==> src/rtl/counter_mod8_sched_pkg.sv <==
// Shared definitions for the mod-8 counter scheduler: state encoding, widths
// and a small wrap helper used by the round-robin selector.
package counter_sched_pkg;

  localparam int COUNT_W  = 3;
  localparam int MAX_SLOT = 8;
  localparam int MAX_REQ  = 4;
  localparam int IDX_W    = 2;

  typedef enum logic [1:0] {
    IDLE    = 2'd0,
    GRANT   = 2'd1,
    RELEASE = 2'd2
  } state_t;

  function automatic logic [IDX_W-1:0] wrap_idx(input int base, input int nreq);
    int r;
    r = base % nreq;
    return IDX_W'(r);
  endfunction

endpackage

==> src/rtl/counter_mod8_sched_if.sv <==
// Bundle between requesting control blocks (master) and the scheduler (slave).
interface counter_mod8_sched_if
  import counter_sched_pkg::*;
#(
  parameter int NREQ = 4
) ();

  logic [NREQ-1:0]    req;
  logic [NREQ-1:0]    grant;
  logic               cnt_en;
  logic [COUNT_W-1:0] count;
  logic               busy;
  logic               slot_done;

  modport master (
    output req,
    input  grant, cnt_en, count, busy, slot_done
  );

  modport slave (
    input  req,
    output grant, cnt_en, count, busy, slot_done
  );

endinterface

==> src/rtl/counter_mod8_sched_rr_pick.sv <==
// Combinational round-robin selector: the first requester found scanning
// upward from last+1 (mod NREQ) wins.
module rr_pick
  import counter_sched_pkg::*;
#(
  parameter int NREQ = 4
) (
  input  logic [NREQ-1:0]  i_req,
  input  logic [IDX_W-1:0] i_last,
  output logic [NREQ-1:0]  o_onehot,
  output logic [IDX_W-1:0] o_idx,
  output logic             o_valid
);

  logic [IDX_W-1:0] w_cand [NREQ];
  logic [NREQ-1:0]  w_hit;

  // Candidate gi is the requester at priority position gi after the last owner.
  for (genvar gi = 0; gi < NREQ; gi++) begin : g_cand
    assign w_cand[gi] = wrap_idx(int'(i_last) + gi + 1, NREQ);
    assign w_hit[gi]  = i_req[w_cand[gi]];
  end

  always_comb begin
    o_idx    = '0;
    o_valid  = 1'b0;
    o_onehot = '0;
    for (int k = NREQ - 1; k >= 0; k--) begin
      if (w_hit[k]) begin
        o_idx   = w_cand[k];
        o_valid = 1'b1;
      end
    end
    if (o_valid) begin
      o_onehot[o_idx] = 1'b1;
    end
  end

endmodule

==> src/rtl/counter_mod8_sched.sv <==
// Round-robin scheduler granting one shared mod-8 counter to one of NREQ
// requesters for a slot of SLOT_LEN counts, with a one-cycle release gap.
module counter_mod8_sched
  import counter_sched_pkg::*;
#(
  parameter int NREQ     = 4,
  parameter int SLOT_LEN = 8
) (
  input  logic                 clk,
  input  logic                 reset,
  counter_mod8_sched_if.slave  bus
);

  localparam logic [COUNT_W-1:0] LAST_CNT = COUNT_W'(SLOT_LEN - 1);

  state_t             r_state;
  logic [NREQ-1:0]    r_grant;
  logic               r_cnt_en;
  logic [COUNT_W-1:0] r_count;
  logic               r_busy;
  logic               r_slot_done;
  logic [IDX_W-1:0]   r_last;
  logic [IDX_W-1:0]   r_owner;

  logic [NREQ-1:0]    w_onehot;
  logic [IDX_W-1:0]   w_idx;
  logic               w_valid;
  logic               w_owner_req;

  rr_pick #(.NREQ(NREQ)) u_pick (
    .i_req    (bus.req),
    .i_last   (r_last),
    .o_onehot (w_onehot),
    .o_idx    (w_idx),
    .o_valid  (w_valid)
  );

  assign w_owner_req = bus.req[r_owner];

  always_ff @(posedge clk or negedge reset) begin
    if (!reset) begin
      r_state     <= IDLE;
      r_grant     <= '0;
      r_cnt_en    <= 1'b0;
      r_count     <= '0;
      r_busy      <= 1'b0;
      r_slot_done <= 1'b0;
      r_last      <= IDX_W'(NREQ - 1);
      r_owner     <= '0;
    end else begin
      case (r_state)
        IDLE, RELEASE: begin
          r_slot_done <= 1'b0;
          r_count     <= '0;
          if (w_valid) begin
            r_state  <= GRANT;
            r_grant  <= w_onehot;
            r_owner  <= w_idx;
            r_cnt_en <= 1'b1;
            r_busy   <= 1'b1;
          end else begin
            r_state  <= IDLE;
            r_grant  <= '0;
            r_cnt_en <= 1'b0;
            r_busy   <= 1'b0;
          end
        end
        GRANT: begin
          // Owner dropping its request ends the slot early without slot_done.
          if (!w_owner_req || (r_count == LAST_CNT)) begin
            r_state     <= RELEASE;
            r_grant     <= '0;
            r_cnt_en    <= 1'b0;
            r_busy      <= 1'b0;
            r_count     <= '0;
            r_last      <= r_owner;
            r_slot_done <= w_owner_req;
          end else begin
            r_count <= r_count + COUNT_W'(1);
          end
        end
        default: begin
          r_state     <= IDLE;
          r_grant     <= '0;
          r_cnt_en    <= 1'b0;
          r_busy      <= 1'b0;
          r_count     <= '0;
          r_slot_done <= 1'b0;
        end
      endcase
    end
  end

  assign bus.grant     = r_grant;
  assign bus.cnt_en    = r_cnt_en;
  assign bus.count     = r_count;
  assign bus.busy      = r_busy;
  assign bus.slot_done = r_slot_done;

endmodule

==> src/flat_wrapper.sv <==
// flat-port wrapper written by rule: the top's interface ports become plain ports
module counter_mod8_sched_flat import counter_sched_pkg::*;
#(
  parameter int NREQ     = 4,
  parameter int SLOT_LEN = 8
)
  (clk, reset, bus_req, bus_grant, bus_cnt_en, bus_count, bus_busy, bus_slot_done);
  counter_mod8_sched_if #(.NREQ(NREQ)) bus_i ();
  input  logic clk;
  input  logic reset;
  input wire logic [$bits(bus_i.req)-1:0] bus_req;
  output wire logic [$bits(bus_i.grant)-1:0] bus_grant;
  output wire logic [$bits(bus_i.cnt_en)-1:0] bus_cnt_en;
  output wire logic [$bits(bus_i.count)-1:0] bus_count;
  output wire logic [$bits(bus_i.busy)-1:0] bus_busy;
  output wire logic [$bits(bus_i.slot_done)-1:0] bus_slot_done;
  assign bus_i.req = bus_req;
  assign bus_grant = bus_i.grant;
  assign bus_cnt_en = bus_i.cnt_en;
  assign bus_count = bus_i.count;
  assign bus_busy = bus_i.busy;
  assign bus_slot_done = bus_i.slot_done;
  counter_mod8_sched #(.NREQ(NREQ), .SLOT_LEN(SLOT_LEN)) u_core (.clk(clk), .reset(reset), .bus(bus_i));
endmodule
==> config.mk <==
export PLATFORM = sky130hd
export DESIGN_NAME = counter_mod8_sched_flat
export DESIGN_NICKNAME = d
export VERILOG_FILES = /design/src/rtl/counter_mod8_sched_pkg.sv /design/src/rtl/counter_mod8_sched_if.sv /design/src/rtl/counter_mod8_sched_rr_pick.sv /design/src/rtl/counter_mod8_sched.sv /design/src/flat_wrapper.sv
export SDC_FILE = /design/constraint.sdc
export NUM_CORES = 1
export LEC_CHECK = 0
export ABC_AREA = 1
export ABC_CLOCK_PERIOD_IN_PS = 1800
export CORE_AREA = 2 2 40 49
export CTS_BUF_LIST = sky130_fd_sc_hd__clkbuf_2 sky130_fd_sc_hd__clkbuf_4 sky130_fd_sc_hd__clkbuf_8
export CTS_CLUSTER_DIAMETER = 150
export CTS_CLUSTER_SIZE = 30
export DETAILED_ROUTE_END_ITERATION = 12
export DIE_AREA = 0 0 42 51
export PLACE_DENSITY = 0.78
export RECOVER_POWER = 25
export SKIP_LAST_GASP = 1
export SLEW_MARGIN = 20
export SYNTH_ARGS = -nofsm -noshare
export SYNTH_HDL_FRONTEND = slang
export SYNTH_SLANG_ARGS = --single-unit
export TNS_END_PERCENT = 10
==> constraint.sdc <==
create_clock -name clk -period 1.8 [get_ports clk]
set_input_delay 0.36 -clock clk [delete_from_list [all_inputs] [get_ports clk]]
set_output_delay 0.36 -clock clk [all_outputs]
set_load 0.02 [all_outputs]
**Word-level counts from Yosys, hierarchy flattened**

Cells that the tools add are included.

- Output and inout bits: 10
- Word-level logic and storage cells: 65
- Flip-flop bits (word level): 15
- Bits of input ports: 6

- Muxes and demuxes: 33
- Add/sub/neg operators: 7
- Equal/unequal tests: 4
- Reduce and logical (&&, ||, !) cells: 7
- Order comparisons: 7

Operators with widths:

| cell | count |
|---|---|
| < comparator 2 x 3 -> 1 bit (second input constant) | 6 |
| 2-to-1 mux 1 bit | 15 |
| binary-select mux 1 bit (select 2 bit) | 5 |
| 2-to-1 mux 2 bit | 5 |
| adder 2 x 1 -> 2 bit (second input constant) | 4 |
| 2-to-1 mux 4 bit | 2 |
| case mux 4 bit (2 select lines) | 1 |
| 2-to-1 mux 3 bit | 2 |
| adder 2 bit (second input constant) | 2 |
| case mux 2 bit (2 select lines) | 1 |
| AND reduction 2 bit | 2 |
| adder 3 x 1 -> 3 bit (second input constant) | 1 |
| == test 3 bit (second input constant) | 1 |
| demux 1 bit (select 2 bit) | 1 |
| == test 2 x 1 -> 1 bit (second input constant) | 1 |
| == test 2 bit (second input constant) | 1 |
| greater-or-equal comparator 2 x 1 -> 1 bit (second input constant) | 1 |
| zero test 2 bit | 1 |
| inequality test 2 x 1 -> 1 bit (second input constant) | 1 |
| case mux 1 bit (2 select lines) | 1 |
| OR reduction 2 bit | 1 |
| logical AND 1 bit | 1 |
| zero test 1 bit | 1 |
| logical OR 1 bit | 1 |

**Longest topological paths before layout**

Gate-level depths: netlist of run 1.

- Word-level depth: 14
- Mapped depth: 13
- Depth with buffers taken out: 12

**Modules after synthesis**

A second synthesis of run 1 with hierarchy kept.

- Cell total of the unflattened synthesis: 132
- Area total of the unflattened synthesis: 913.4 um^2

Modules (own cells, without submodules):

| module | times used | sequential area each (um^2) | cells an instance | area an instance (um^2) |
|---|---|---|---|---|
| counter_mod8_sched | 1 | 352.8 | 69 | 636.9 |
| rr_pick | 1 | 0.0 | 63 | 276.5 |

**Worst setup path before layout of run 1**

Ideal clock, no wire load.

- Kind: register -> register
- Start point: reg u_core.r_last[0]
- End point: reg u_core.r_grant[0] (netlist: u_core.bus.grant[0])
- Data arrival time: 1262 ps
- Stages on the path, launching flop included: 10
- Buffers on the path: 1
- Slack: 420 ps
- Data required time: 1682 ps
- Clock period less this slack: 1380 ps
- Library setup time: 118 ps
- Cells stage by stage: dfstp_2 -> buf_6 -> inv_8 -> nand2_2 -> nand2_2 -> a21oi_1 -> and2_4 -> nor2_4 -> nand4_1 -> nand2_1

- Longest elaborated chain between the ends: 14
- Elaborated cells on any way between the ends: 29
- Classes of those cells: add/sub: 6; order compare: 2; mux: 20; reduce/logical: 1

Ends and longest elaborated chain:

| what | line | source |
|---|---|---|
| start: declaration | counter_mod8_sched.sv:22 | `logic [IDX_W-1:0] r_last;` |
| start signal: assignment | counter_mod8_sched.sv:48 | `r_last <= IDX_W'(NREQ - 1);` |
| start signal: assignment | counter_mod8_sched.sv:76 | `r_last <= r_owner;` |
| adder 2 bit | counter_mod8_sched_rr_pick.sv:20 | `assign w_cand[gi] = wrap_idx(int'(i_last) + gi + 1, NREQ);` |
| adder 2 x 1 -> 2 bit | counter_mod8_sched_rr_pick.sv:20 |  |
| binary-select mux 1 bit (select 2 bit) | counter_mod8_sched_rr_pick.sv:21 | `assign w_hit[gi] = i_req[w_cand[gi]];` |
| 2-to-1 mux 1 bit (not written as such) | counter_mod8_sched_rr_pick.sv:21 |  |
| 2-to-1 mux 2 bit (4 in series) | counter_mod8_sched_rr_pick.sv:29 | `if (w_hit[k]) begin` |
| < comparator 2 x 3 -> 1 bit (not written as such) or greater-or-equal comparator 2 x 1 -> 1 bit (tied branches) | counter_mod8_sched_rr_pick.sv:35 | `o_onehot[o_idx] = 1'b1;` |
| logical AND 1 bit (not written as such) | counter_mod8_sched_rr_pick.sv:35 |  |
| 2-to-1 mux 1 bit (not written as such) | counter_mod8_sched_rr_pick.sv:35 |  |
| demux 1 bit (select 2 bit) | counter_mod8_sched_rr_pick.sv:35 |  |
| 2-to-1 mux 4 bit * | counter_mod8_sched.sv:55 | `if (w_valid) begin` |
| case mux 4 bit (2 select lines) * | counter_mod8_sched.sv:51 | `case (r_state)` |
| end signal: assignment | counter_mod8_sched.sv:57 | `r_grant <= w_onehot;` |
| end: declaration | counter_mod8_sched.sv:17 | `logic [NREQ-1:0] r_grant;` |

Every way passes the cells marked *; elsewhere a longest branch is shown, timed or not. The select of a mux whose other input is x is not followed.
A chain may end at the register's enable or synchronous reset.

==> flow_results.xml, run 1 <==
<?xml version="1.0" encoding="UTF-8"?>
<metrics>
  <group name="route">
    <metric name="final_antenna_net_count" unit="">0</metric>
    <metric name="post-route-drc-count" unit="">0</metric>
    <metric name="routedWlPerCell" unit="microns">11.4</metric>
    <metric name="num_vias" unit="">765</metric>
    <metric name="iteration_0_drc_count_of_the_detailed_router" unit="">8</metric>
    <metric name="via_per_instance_ratio" unit="">5.17</metric>
    <metric name="detail_route.wirelength" unit="microns">1680</metric>
    <metric name="firstDrtPassIters" unit="">4</metric>
  </group>
  <group name="clock_tree">
    <metric name="tritoncts" unit="">done</metric>
    <metric name="postCtsSetupBuffers" unit="">0</metric>
    <metric name="post_cts_resize_count" unit="">0</metric>
    <metric name="clk-insertion-delay-late" unit="ps">280</metric>
    <metric name="clkTransAtPathRegs" unit="ps">80</metric>
    <metric name="total_clock_buffers_created_by_cts" unit="">3</metric>
    <metric name="htree_levels" unit="">1</metric>
    <metric name="clkSinkCount" unit="">14</metric>
    <metric name="clockRootBuffer" unit="">sky130_fd_sc_hd__clkbuf_4</metric>
    <metric name="clockBufferDepth" unit="">2</metric>
    <metric name="hold_fix_buffers_cts" unit="">0</metric>
  </group>
  <group name="grt">
    <metric name="grt_pass1_wl" unit="microns">3040</metric>
    <metric name="top_usage_layer" unit="">met2</metric>
    <metric name="grt_usage" unit="">0.191</metric>
    <metric name="global_route.usage.met1" unit="">0.215</metric>
    <metric name="use_met2" unit="">0.318</metric>
    <metric name="gr-total-overflow" unit="">0</metric>
    <metric name="antenna_found_initial" unit="">0</metric>
    <metric name="grt_use_met3" unit="">0.0177</metric>
    <metric name="grt_max_degree" unit="">15</metric>
    <metric name="grt_pass1_vias" unit="">795</metric>
  </group>
  <group name="synthesis">
    <metric name="synth_simple_gate_area_share" unit="">0.384</metric>
    <metric name="yosysWarningCount" unit="">0</metric>
    <metric name="synthesized_cell_area" unit="sq um">853</metric>
    <metric name="synth_top_family_by_area" unit="">simple AND/OR/NAND/NOR gates</metric>
    <metric name="synthDominantCellAreaShare" unit="">0.352</metric>
    <metric name="synthXorXnorAreaFrac" unit="">0</metric>
    <metric name="share_of_the_yosys_chip_area_belonging_to_registers" unit="">0.413</metric>
    <metric name="synth_cells" unit="">112</metric>
    <metric name="ys_top_cells_by_area" unit="">sky130_fd_sc_hd__dfrtp_1 (35%), sky130_fd_sc_hd__nand2_1 (15%), sky130_fd_sc_hd__nand2_2 (12%)</metric>
    <metric name="postSynthNetCount" unit="">120</metric>
    <metric name="synth_cell_types" unit="">22</metric>
    <metric name="post_synth_fa_ha_maj_area_fraction" unit="">0.0293</metric>
    <metric name="compound_gate_portion_of_the_synthesized_area" unit="">0.0718</metric>
    <metric name="largest_area_contributor_in_the_synthesized_netlist" unit="">sky130_fd_sc_hd__dfrtp_1</metric>
    <metric name="ys_seq_elements" unit="">14</metric>
    <metric name="syn-mean-instance-area" unit="sq um">7.62</metric>
    <metric name="synth_mux_area_frac" unit="">0</metric>
  </group>
  <group name="timing">
    <metric name="tightest_pin_transition" unit="ps">600</metric>
    <metric name="max_freq" unit="MHz">576</metric>
    <metric name="max-slew-margin-rel" unit="">0.599</metric>
    <metric name="fin_tns_setup" unit="ps">0</metric>
    <metric name="final_hold_vios" unit="">0</metric>
    <metric name="setup_viol_count_final" unit="">0</metric>
    <metric name="fin_worst_skew" unit="ps">4.22</metric>
    <metric name="period_minus_slack" unit="ps">1740</metric>
    <metric name="timing_max_transition_violations_final" unit="">0</metric>
    <metric name="finalCritPeriodShare" unit="">0.965</metric>
    <metric name="rsz0062_at_grt" unit="">no</metric>
  </group>
  <group name="worst_hold_path">
    <metric name="holdCritPathClass" unit="">reg2reg</metric>
  </group>
  <group name="critical_path">
    <metric name="cp_top_family" unit="">buffers and inverters</metric>
    <metric name="critPathBufInv" unit="">1</metric>
    <metric name="worst_path_max_delay_cell" unit="">sky130_fd_sc_hd__clkdlybuf4s50_1</metric>
    <metric name="cp_cell_sequence" unit="">clkdlybuf4s50_1</metric>
    <metric name="critical_path.max_fanout" unit="">5</metric>
    <metric name="timing.setup.critical_path_class" unit="">reg2out</metric>
    <metric name="critPathArrivalTime" unit="ps">1380</metric>
    <metric name="slowest_delay" unit="ps">650</metric>
    <metric name="worstPathRequired" unit="ps">1440</metric>
    <metric name="crit_path_launch_type" unit="">flip-flop</metric>
    <metric name="worstSetupEndpointType" unit="">output port</metric>
  </group>
  <group name="floorplan">
    <metric name="core_area" unit="sq um">1720</metric>
    <metric name="floorplan.initialDensity" unit="">0.495</metric>
    <metric name="fp.dieH" unit="microns">51</metric>
    <metric name="core.rowCount" unit="">17</metric>
    <metric name="floorplan.die.width" unit="microns">42</metric>
    <metric name="num_io_pins" unit="">16</metric>
    <metric name="design.die.area" unit="sq um">2140</metric>
  </group>
  <group name="final_layout">
    <metric name="synth_to_final_area_change" unit="%">22.4</metric>
    <metric name="final_layout_size_suffix_gt1_frac" unit="">0.264</metric>
    <metric name="layout.cells.most_common" unit="">sky130_fd_sc_hd__nand2_1</metric>
    <metric name="multi_input_area" unit="sq um">414</metric>
    <metric name="final_core_utilization" unit="">0.606</metric>
    <metric name="regArea" unit="sq um">353</metric>
    <metric name="final.fill_count" unit="">161</metric>
    <metric name="design.final.nets" unit="">138</metric>
    <metric name="most-common-layout-cells" unit="">sky130_fd_sc_hd__nand2_1 (34), sky130_fd_sc_hd__nand2_2 (17), sky130_fd_sc_hd__clkdlybuf4s50_1 (14), sky130_fd_sc_hd__dfrtp_1 (12), sky130_fd_sc_hd__inv_1 (10)</metric>
    <metric name="antenna_cells_inserted" unit="">0</metric>
  </group>
  <group name="placed_design">
    <metric name="dp.final_hpwl" unit="microns">1330</metric>
    <metric name="gp_congestion" unit="">0.889</metric>
    <metric name="portBuffers" unit="">15</metric>
  </group>
  <group name="pwr">
    <metric name="ir_worst_vdd" unit="uV">1000</metric>
    <metric name="leakage" unit="nW">0.558</metric>
    <metric name="power_density" unit="nW/um^2">1750</metric>
  </group>
  <group name="flow_run">
    <metric name="number_of_max_capacitance_violations_reported" unit="">0</metric>
  </group>
  <group name="status">
    <metric name="run_status" unit="">complete, no violations</metric>
  </group>
</metrics>
## logic make-up (layout without fill, tap and decap cells)
logic type | Yosys count | after routing
buf+inv | 18 | 35
compound gates | 10 | 10
fa+ha+maj | 2 | 2
simple gates | 68 | 68
flops | 14 | 14
## final timing paths
path	from	to	slack [ps]	depth (start not counted)
worst max register to register	u_core.r_last[0]	u_core.bus.grant[3]	260	11
worst min register to register	u_core.bus.grant[0]	u_core.bus.grant[0]	490	2
min in group asynchronous	reset	u_core.r_state[1]	520	1
worst min-delay path	u_core.bus.grant[0]	u_core.bus.grant[0]	490	2
max in group asynchronous	reset	u_core.bus.grant[2]	890	1
worst max-delay path	u_core.r_state[0]	bus_busy	60	1
## cell usage after synthesis
library cell                count
sky130_fd_sc_hd__o2111ai_1      1
sky130_fd_sc_hd__buf_6          1
sky130_fd_sc_hd__o21ai_1        2
sky130_fd_sc_hd__nand3_1        5
sky130_fd_sc_hd__inv_1         10
sky130_fd_sc_hd__and2_4         1
sky130_fd_sc_hd__nor2_4         1
sky130_fd_sc_hd__nand2_2       17
sky130_fd_sc_hd__nand4_1        2
sky130_fd_sc_hd__dfrtp_1       12
sky130_fd_sc_hd__ha_1           2
sky130_fd_sc_hd__nor2_1         7
sky130_fd_sc_hd__nand2_1       34
sky130_fd_sc_hd__inv_8          1
sky130_fd_sc_hd__buf_4          1
sky130_fd_sc_hd__nand3_2        1
sky130_fd_sc_hd__dfstp_2        2
sky130_fd_sc_hd__a21oi_1        2
sky130_fd_sc_hd__o21ai_0        3
sky130_fd_sc_hd__o21ai_2        1
sky130_fd_sc_hd__inv_2          5
sky130_fd_sc_hd__a21oi_2        1
## sequential cells by signal (all words and copies together), names as in the netlist
signal	count
u_core.bus.count	3
u_core.bus.grant	4
u_core.bus.slot_done	1
u_core.r_last	2
u_core.r_owner	2
u_core.r_state	2
## power by group
group	internal [mW]	leakage (nW)	switching, mW
Sequential	0.435	0.178	0.112
Combinational	0.393	0.358	0.667
Clock	0.123	0.0210	0.101
## worst reg2reg max path, delay by kind of cell (launching register included)
family | cells | cell delay [ps]
and+or+nand+nor | 9 | 660
DFF | 1 | 660
buffers and inverters | 2 | 110
## final cells by class
class | instances | area share
multi-input combinational | 80 | 0.396
sequential | 14 | 0.338
timing repair buffer | 15 | 0.144
inverter | 16 | 0.0647
clock buffer | 4 | 0.0347
tap | 19 | 0.0228
## routing by layer
| layer | vias up | wire length, microns |
|---|---|---|
| li1 | 380 | - |
| met1 | 361 | 742 |
| met2 | 17 | 826 |
| met3 | 7 | 45 |
| met4 | 0 | 68 |
| met5 | - | 0 |
## metrics by stage
stage | power (mW) | setup slack, ps | std cells | instance area (sq um) | hold WS (ps)
2_1_floorplan | 1.36 | 420 | 112 | 853 | 64.4
3_3_place_gp | 1.58 | 64.5 | 144 | 1010 | 457
3_5_place_dp | 1.61 | 4.40 | 144 | 1010 | 469
4_1_cts | 1.85 | 46.6 | 148 | 1040 | 465
5_1_grt | 2.01 | 4.60 | 148 | 1040 | 505
6_report | 1.83 | 63.8 | 148 | 1040 | 487
(Power assumes the default switching activity.)
==> run 2, diff against run 1 <==
PLACE_DENSITY = 0.79   (was 0.78)
==> run 2 against run 1 <==
Die area unchanged. Utilization shrank 0.15 points. Cell count grew 0.68%. Combinational power hardly changed. Sequential share of layout area rose by 0.081 points. Setup slack improved by 2.5 ps. Worst hold slack got worse by 20 ps. Sequential power barely moved.
==> flow_results.xml, run 2 (synthesized netlist as in run 1, its figures left out) <==
<?xml version="1.0" encoding="UTF-8"?>
<metrics>
  <group name="clock_tree">
    <metric name="clockBufferDepth" unit="">2</metric>
    <metric name="clockRootBuffer" unit="">sky130_fd_sc_hd__clkbuf_4</metric>
    <metric name="clkTransAtPathRegs" unit="ps">90</metric>
    <metric name="postCtsSetupBuffers" unit="">0</metric>
    <metric name="total_clock_buffers_created_by_cts" unit="">3</metric>
    <metric name="clkSinkCount" unit="">14</metric>
    <metric name="hold_fix_buffers_cts" unit="">0</metric>
    <metric name="htree_levels" unit="">1</metric>
    <metric name="tritoncts" unit="">done</metric>
    <metric name="clk-insertion-delay-late" unit="ps">280</metric>
    <metric name="post_cts_resize_count" unit="">0</metric>
  </group>
  <group name="route">
    <metric name="via_per_instance_ratio" unit="">4.99</metric>
    <metric name="iteration_0_drc_count_of_the_detailed_router" unit="">13</metric>
    <metric name="routedWlPerCell" unit="microns">11.2</metric>
    <metric name="post-route-drc-count" unit="">0</metric>
    <metric name="firstDrtPassIters" unit="">4</metric>
    <metric name="detail_route.wirelength" unit="microns">1660</metric>
    <metric name="num_vias" unit="">743</metric>
    <metric name="final_antenna_net_count" unit="">0</metric>
  </group>
  <group name="timing">
    <metric name="fin_tns_setup" unit="ps">0</metric>
    <metric name="fin_worst_skew" unit="ps">9.72</metric>
    <metric name="period_minus_slack" unit="ps">1730</metric>
    <metric name="finalCritPeriodShare" unit="">0.963</metric>
    <metric name="final_hold_vios" unit="">0</metric>
    <metric name="timing_max_transition_violations_final" unit="">0</metric>
    <metric name="rsz0062_at_grt" unit="">no</metric>
    <metric name="setup_viol_count_final" unit="">0</metric>
    <metric name="tightest_pin_transition" unit="ps">760</metric>
    <metric name="max-slew-margin-rel" unit="">0.493</metric>
    <metric name="max_freq" unit="MHz">577</metric>
  </group>
  <group name="grt">
    <metric name="grt_max_degree" unit="">15</metric>
    <metric name="gr-total-overflow" unit="">0</metric>
    <metric name="grt_usage" unit="">0.183</metric>
    <metric name="grt_pass1_vias" unit="">728</metric>
    <metric name="antenna_found_initial" unit="">0</metric>
    <metric name="grt_pass1_wl" unit="microns">2890</metric>
  </group>
  <group name="final_layout">
    <metric name="design.final.nets" unit="">139</metric>
    <metric name="synth_to_final_area_change" unit="%">22.1</metric>
    <metric name="largest_register_ff_count" unit="">4</metric>
    <metric name="layoutNonFillerInstCount" unit="">149</metric>
    <metric name="layout.cells.most_common" unit="">sky130_fd_sc_hd__nand2_1</metric>
    <metric name="antenna_cells_inserted" unit="">0</metric>
    <metric name="regArea" unit="sq um">353</metric>
    <metric name="final.fill_count" unit="">152</metric>
    <metric name="final_layout_size_suffix_gt1_frac" unit="">0.262</metric>
    <metric name="most-common-layout-cells" unit="">sky130_fd_sc_hd__nand2_1 (34), sky130_fd_sc_hd__nand2_2 (17), sky130_fd_sc_hd__clkdlybuf4s50_1 (14), sky130_fd_sc_hd__dfrtp_1 (12), sky130_fd_sc_hd__inv_1 (10)</metric>
    <metric name="multi_input_area" unit="sq um">414</metric>
  </group>
  <group name="pwr">
    <metric name="ir_worst_vdd" unit="uV">1120</metric>
    <metric name="finalPower" unit="mW">1.80</metric>
    <metric name="leakage" unit="nW">0.556</metric>
    <metric name="power_density" unit="nW/um^2">1730</metric>
  </group>
  <group name="critical_path">
    <metric name="cp_top_family" unit="">buffers and inverters</metric>
    <metric name="crit_path_launch_type" unit="">flip-flop</metric>
    <metric name="timing.reg2reg.setup_slack" unit="ps">290</metric>
    <metric name="worstSetupEndpointType" unit="">output port</metric>
    <metric name="critical_path.max_fanout" unit="">5</metric>
    <metric name="worst_path_max_delay_cell" unit="">sky130_fd_sc_hd__clkdlybuf4s50_1</metric>
    <metric name="slowest_delay" unit="ps">640</metric>
    <metric name="worstPathRequired" unit="ps">1440</metric>
    <metric name="critPathArrivalTime" unit="ps">1370</metric>
    <metric name="timing.setup.critical_path_class" unit="">reg2out</metric>
    <metric name="critPathBufInv" unit="">1</metric>
    <metric name="cp_cell_sequence" unit="">clkdlybuf4s50_1</metric>
  </group>
  <group name="placed_design">
    <metric name="portBuffers" unit="">15</metric>
    <metric name="dp.final_hpwl" unit="microns">1300</metric>
    <metric name="gp_congestion" unit="">0.887</metric>
    <metric name="numPlacedInstances" unit="">145</metric>
  </group>
  <group name="worst_hold_path">
    <metric name="holdCritPathClass" unit="">reg2reg</metric>
  </group>
  <group name="floorplan">
    <metric name="core.rowCount" unit="">17</metric>
    <metric name="design.die.area" unit="sq um">2140</metric>
    <metric name="floorplan.initialDensity" unit="">0.495</metric>
    <metric name="fp.dieH" unit="microns">51</metric>
    <metric name="core_area" unit="sq um">1720</metric>
    <metric name="floorplan.die.width" unit="microns">42</metric>
    <metric name="num_io_pins" unit="">16</metric>
  </group>
  <group name="flow_run">
    <metric name="number_of_max_capacitance_violations_reported" unit="">0</metric>
  </group>
  <group name="status">
    <metric name="run_status" unit="">complete, no violations</metric>
  </group>
</metrics>
-- run 2: changes by cell type in the layout (fill, tap and decap cells not counted) --
cell                       delta
sky130_fd_sc_hd__clkbuf_8     -1
sky130_fd_sc_hd__clkbuf_1     +1
sky130_fd_sc_hd__clkbuf_4     +1
-- run 2: final timing paths --
kind | start | depth (start not counted) | to
max in group asynchronous | reset | 2 | u_core.bus.count[0]
setup / recovery | u_core.r_state[0] | 1 | bus_busy
hold / removal | u_core.bus.count[0] | 1 | u_core.bus.count[0]
hold reg to reg | u_core.bus.count[0] | 1 | u_core.bus.count[0]
min in group asynchronous | reset | 2 | u_core.r_owner[0]
setup reg to reg | u_core.r_last[0] | 11 | u_core.bus.grant[3]
-- run 2: routing by layer --
layer / vias up / share of wire / global-route usage
met5: - / 0 / 0
met4: 0 / 0.031 / 0.167
met3: 5 / 0.037 / 0.0177
met2: 18 / 0.50 / 0.318
met1: 334 / 0.43 / 0.195
li1: 386 / - / -
-- run 2: area by class of cell --
cell class	instances	area share
inverter	16	0.0648
sequential	14	0.339
clock buffer	4	0.0288
timing repair buffer	16	0.148
tap	19	0.0228
multi-input combinational	80	0.397
-- run 2: through the flow --
step	hold slack [ps]	util	setup slack (ps)	cell area (sq um)
6_report	467	0.605	66.3	1040
5_1_grt	499	0.605	19.4	1040
3_5_place_dp	458	0.590	53.6	1020
4_1_cts	369	0.607	51.4	1050
2_1_floorplan	64.4	-	420	853
3_3_place_gp	456	0.590	64.0	1020
-- run 2: power breakdown --
group / total [mW] / switching [mW] / internal, mW
Sequential: 0.547 / 0.112 / 0.435
Combinational: 1.05 / 0.661 / 0.393
Clock: 0.201 / 0.100 / 0.101
==> run 3, diff against run 2 <==
ABC_CLOCK_PERIOD_IN_PS = 2200   (was 1800)
CORE_AREA = 2 2 42 44   (was 2 2 40 49)
DIE_AREA = 0 0 44 46   (was 0 0 42 51)
PLACE_DENSITY = 0.84   (was 0.79)
clock period = 2.2 ns   (was 1.8 ns; I/O delays follow)
==> run 3 against run 2 <==
Sequential share of layout area grew 0.20 points. Routed wire length grew 4.0%. Clock-buffer cell count is the same. Setup slack gained 300 ps. Clock skew shrank 3.0 ps. Sequential power shrank 18%. First-iteration DRC count shrank 38%. Clock power shrank 20%. Worst hold slack gained 17 ps. Total power shrank 18%.
==> flow_results.xml, run 3 (synthesized netlist as in run 1, its figures left out) <==
<?xml version="1.0" encoding="UTF-8"?>
<metrics>
  <group name="pwr">
    <metric name="leakage" unit="nW">0.555</metric>
    <metric name="ir_worst_vdd" unit="uV">874</metric>
    <metric name="power_density" unit="nW/um^2">1420</metric>
  </group>
  <group name="route">
    <metric name="firstDrtPassIters" unit="">4</metric>
    <metric name="post-route-drc-count" unit="">0</metric>
    <metric name="num_vias" unit="">761</metric>
    <metric name="iteration_0_drc_count_of_the_detailed_router" unit="">8</metric>
    <metric name="routedWlPerCell" unit="microns">11.9</metric>
    <metric name="final_antenna_net_count" unit="">0</metric>
    <metric name="detail_route.wirelength" unit="microns">1730</metric>
    <metric name="via_per_instance_ratio" unit="">5.21</metric>
  </group>
  <group name="final_layout">
    <metric name="antenna_cells_inserted" unit="">0</metric>
    <metric name="final_layout_size_suffix_gt1_frac" unit="">0.264</metric>
    <metric name="most-common-layout-cells" unit="">sky130_fd_sc_hd__nand2_1 (34), sky130_fd_sc_hd__nand2_2 (17), sky130_fd_sc_hd__clkdlybuf4s50_1 (14), sky130_fd_sc_hd__dfrtp_1 (12), sky130_fd_sc_hd__inv_1 (10)</metric>
    <metric name="largest_register_ff_count" unit="">4</metric>
    <metric name="synth_to_final_area_change" unit="%">21.4</metric>
    <metric name="final.fill_count" unit="">149</metric>
    <metric name="layoutNonFillerInstCount" unit="">146</metric>
    <metric name="final_core_utilization" unit="">0.642</metric>
    <metric name="layout.cells.most_common" unit="">sky130_fd_sc_hd__nand2_1</metric>
    <metric name="design.final.nets" unit="">138</metric>
  </group>
  <group name="placed_design">
    <metric name="portBuffers" unit="">15</metric>
    <metric name="place_ws" unit="ps">354</metric>
    <metric name="numPlacedInstances" unit="">142</metric>
    <metric name="dp.final_hpwl" unit="microns">1410</metric>
    <metric name="gp_congestion" unit="">0.844</metric>
  </group>
  <group name="clock_tree">
    <metric name="post_cts_resize_count" unit="">0</metric>
    <metric name="clkSinkCount" unit="">14</metric>
    <metric name="total_clock_buffers_created_by_cts" unit="">3</metric>
    <metric name="htree_levels" unit="">1</metric>
    <metric name="clkTransAtPathRegs" unit="ps">90</metric>
    <metric name="clockRootBuffer" unit="">sky130_fd_sc_hd__clkbuf_4</metric>
    <metric name="hold_fix_buffers_cts" unit="">0</metric>
    <metric name="postCtsSetupBuffers" unit="">0</metric>
    <metric name="clk-insertion-delay-late" unit="ps">270</metric>
    <metric name="clockBufferDepth" unit="">2</metric>
    <metric name="tritoncts" unit="">done</metric>
  </group>
  <group name="grt">
    <metric name="antenna_found_initial" unit="">0</metric>
    <metric name="gr-total-overflow" unit="">0</metric>
    <metric name="grt_pass1_vias" unit="">778</metric>
    <metric name="grt_usage" unit="">0.209</metric>
    <metric name="grt_pass1_wl" unit="microns">3070</metric>
    <metric name="grt_max_degree" unit="">15</metric>
  </group>
  <group name="timing">
    <metric name="timing_max_transition_violations_final" unit="">0</metric>
    <metric name="tightest_pin_transition" unit="ps">586</metric>
    <metric name="max-slew-margin-rel" unit="">0.608</metric>
    <metric name="fin_ws" unit="ps">371</metric>
    <metric name="fin_tns_setup" unit="ps">0</metric>
    <metric name="max_freq" unit="MHz">547</metric>
    <metric name="setup_viol_count_final" unit="">0</metric>
    <metric name="finalCritPeriodShare" unit="">0.831</metric>
    <metric name="fin_worst_skew" unit="ps">6.72</metric>
    <metric name="period_minus_slack" unit="ps">1830</metric>
    <metric name="final_hold_vios" unit="">0</metric>
    <metric name="rsz0062_at_grt" unit="">no</metric>
  </group>
  <group name="floorplan">
    <metric name="core.rowCount" unit="">15</metric>
    <metric name="design.die.area" unit="sq um">2020</metric>
    <metric name="core_area" unit="sq um">1610</metric>
    <metric name="floorplan.initialDensity" unit="">0.529</metric>
    <metric name="floorplan.die.width" unit="microns">44</metric>
    <metric name="fp.dieH" unit="microns">46</metric>
    <metric name="num_io_pins" unit="">16</metric>
  </group>
  <group name="critical_path">
    <metric name="critPathBufInv" unit="">1</metric>
    <metric name="worst_path_max_delay_cell" unit="">sky130_fd_sc_hd__clkdlybuf4s50_1</metric>
    <metric name="timing.setup.critical_path_class" unit="">reg2out</metric>
    <metric name="worstPathRequired" unit="ps">1760</metric>
    <metric name="timing.reg2reg.setup_slack" unit="ps">690</metric>
    <metric name="crit_path_launch_type" unit="">flip-flop</metric>
    <metric name="slowest_delay" unit="ps">650</metric>
    <metric name="worstSetupEndpointType" unit="">output port</metric>
    <metric name="cp_cell_sequence" unit="">clkdlybuf4s50_1</metric>
    <metric name="critPathArrivalTime" unit="ps">1390</metric>
    <metric name="cp_top_family" unit="">buffers and inverters</metric>
    <metric name="critical_path.max_fanout" unit="">5</metric>
  </group>
  <group name="worst_hold_path">
    <metric name="holdCritPathClass" unit="">reg2reg</metric>
  </group>
  <group name="status">
    <metric name="run_status" unit="">complete, no violations</metric>
  </group>
  <group name="flow_run">
    <metric name="number_of_max_capacitance_violations_reported" unit="">0</metric>
  </group>
</metrics>
-- run 3: final cells by class --
cell class / instances / area, sq um / area share
multi-input combinational: 80 / 414 / 0.400
sequential: 14 / 353 / 0.341
timing repair buffer: 15 / 150 / 0.145
inverter: 16 / 67.6 / 0.0652
clock buffer: 4 / 30.0 / 0.0290
tap: 17 / 21.3 / 0.0205
-- run 3: final timing paths --
path | startpoint | end | cells after the start
setup / recovery | u_core.r_state[0] | bus_cnt_en | 1
hold / removal | u_core.bus.count[0] | u_core.bus.count[0] | 1
setup reg to reg | u_core.r_last[0] | u_core.bus.grant[1] | 11
hold reg to reg | u_core.bus.count[0] | u_core.bus.count[0] | 1
max in group asynchronous | reset | u_core.bus.count[0] | 1
min in group asynchronous | reset | u_core.bus.grant[0] | 1
-- run 3: layer usage --
| metal | routed length (microns) | up-vias | global-route usage |
|---|---|---|---|
| li1 | - | 382 | - |
| met3 | 94 | 9 | 0.0357 |
| met2 | 863 | 26 | 0.353 |
| met5 | 0 | - | 0 |
| met1 | 711 | 344 | 0.237 |
| met4 | 62 | 0 | 0.152 |
-- run 3: through the flow --
| stage | cell area [sq um] | hold WS, ps | power, mW |
|---|---|---|---|
| after global routing | 1040 | 499 | 1.62 |
| final | 1040 | 484 | 1.47 |
| after CTS | 1040 | 477 | 1.49 |
| after detailed placement | 1010 | 462 | 1.32 |
| after global placement | 1010 | 467 | 1.29 |
| after floorplan | 853 | 144 | 1.11 |
-- run 3: where the power goes --
| group | internal, mW | leakage, nW | switching [mW] | total, mW |
|---|---|---|---|---|
| Clock | 0.0824 | 0.0184 | 0.0778 | 0.160 |
| Combinational | 0.322 | 0.358 | 0.543 | 0.864 |
| Sequential | 0.356 | 0.178 | 0.0939 | 0.450 |
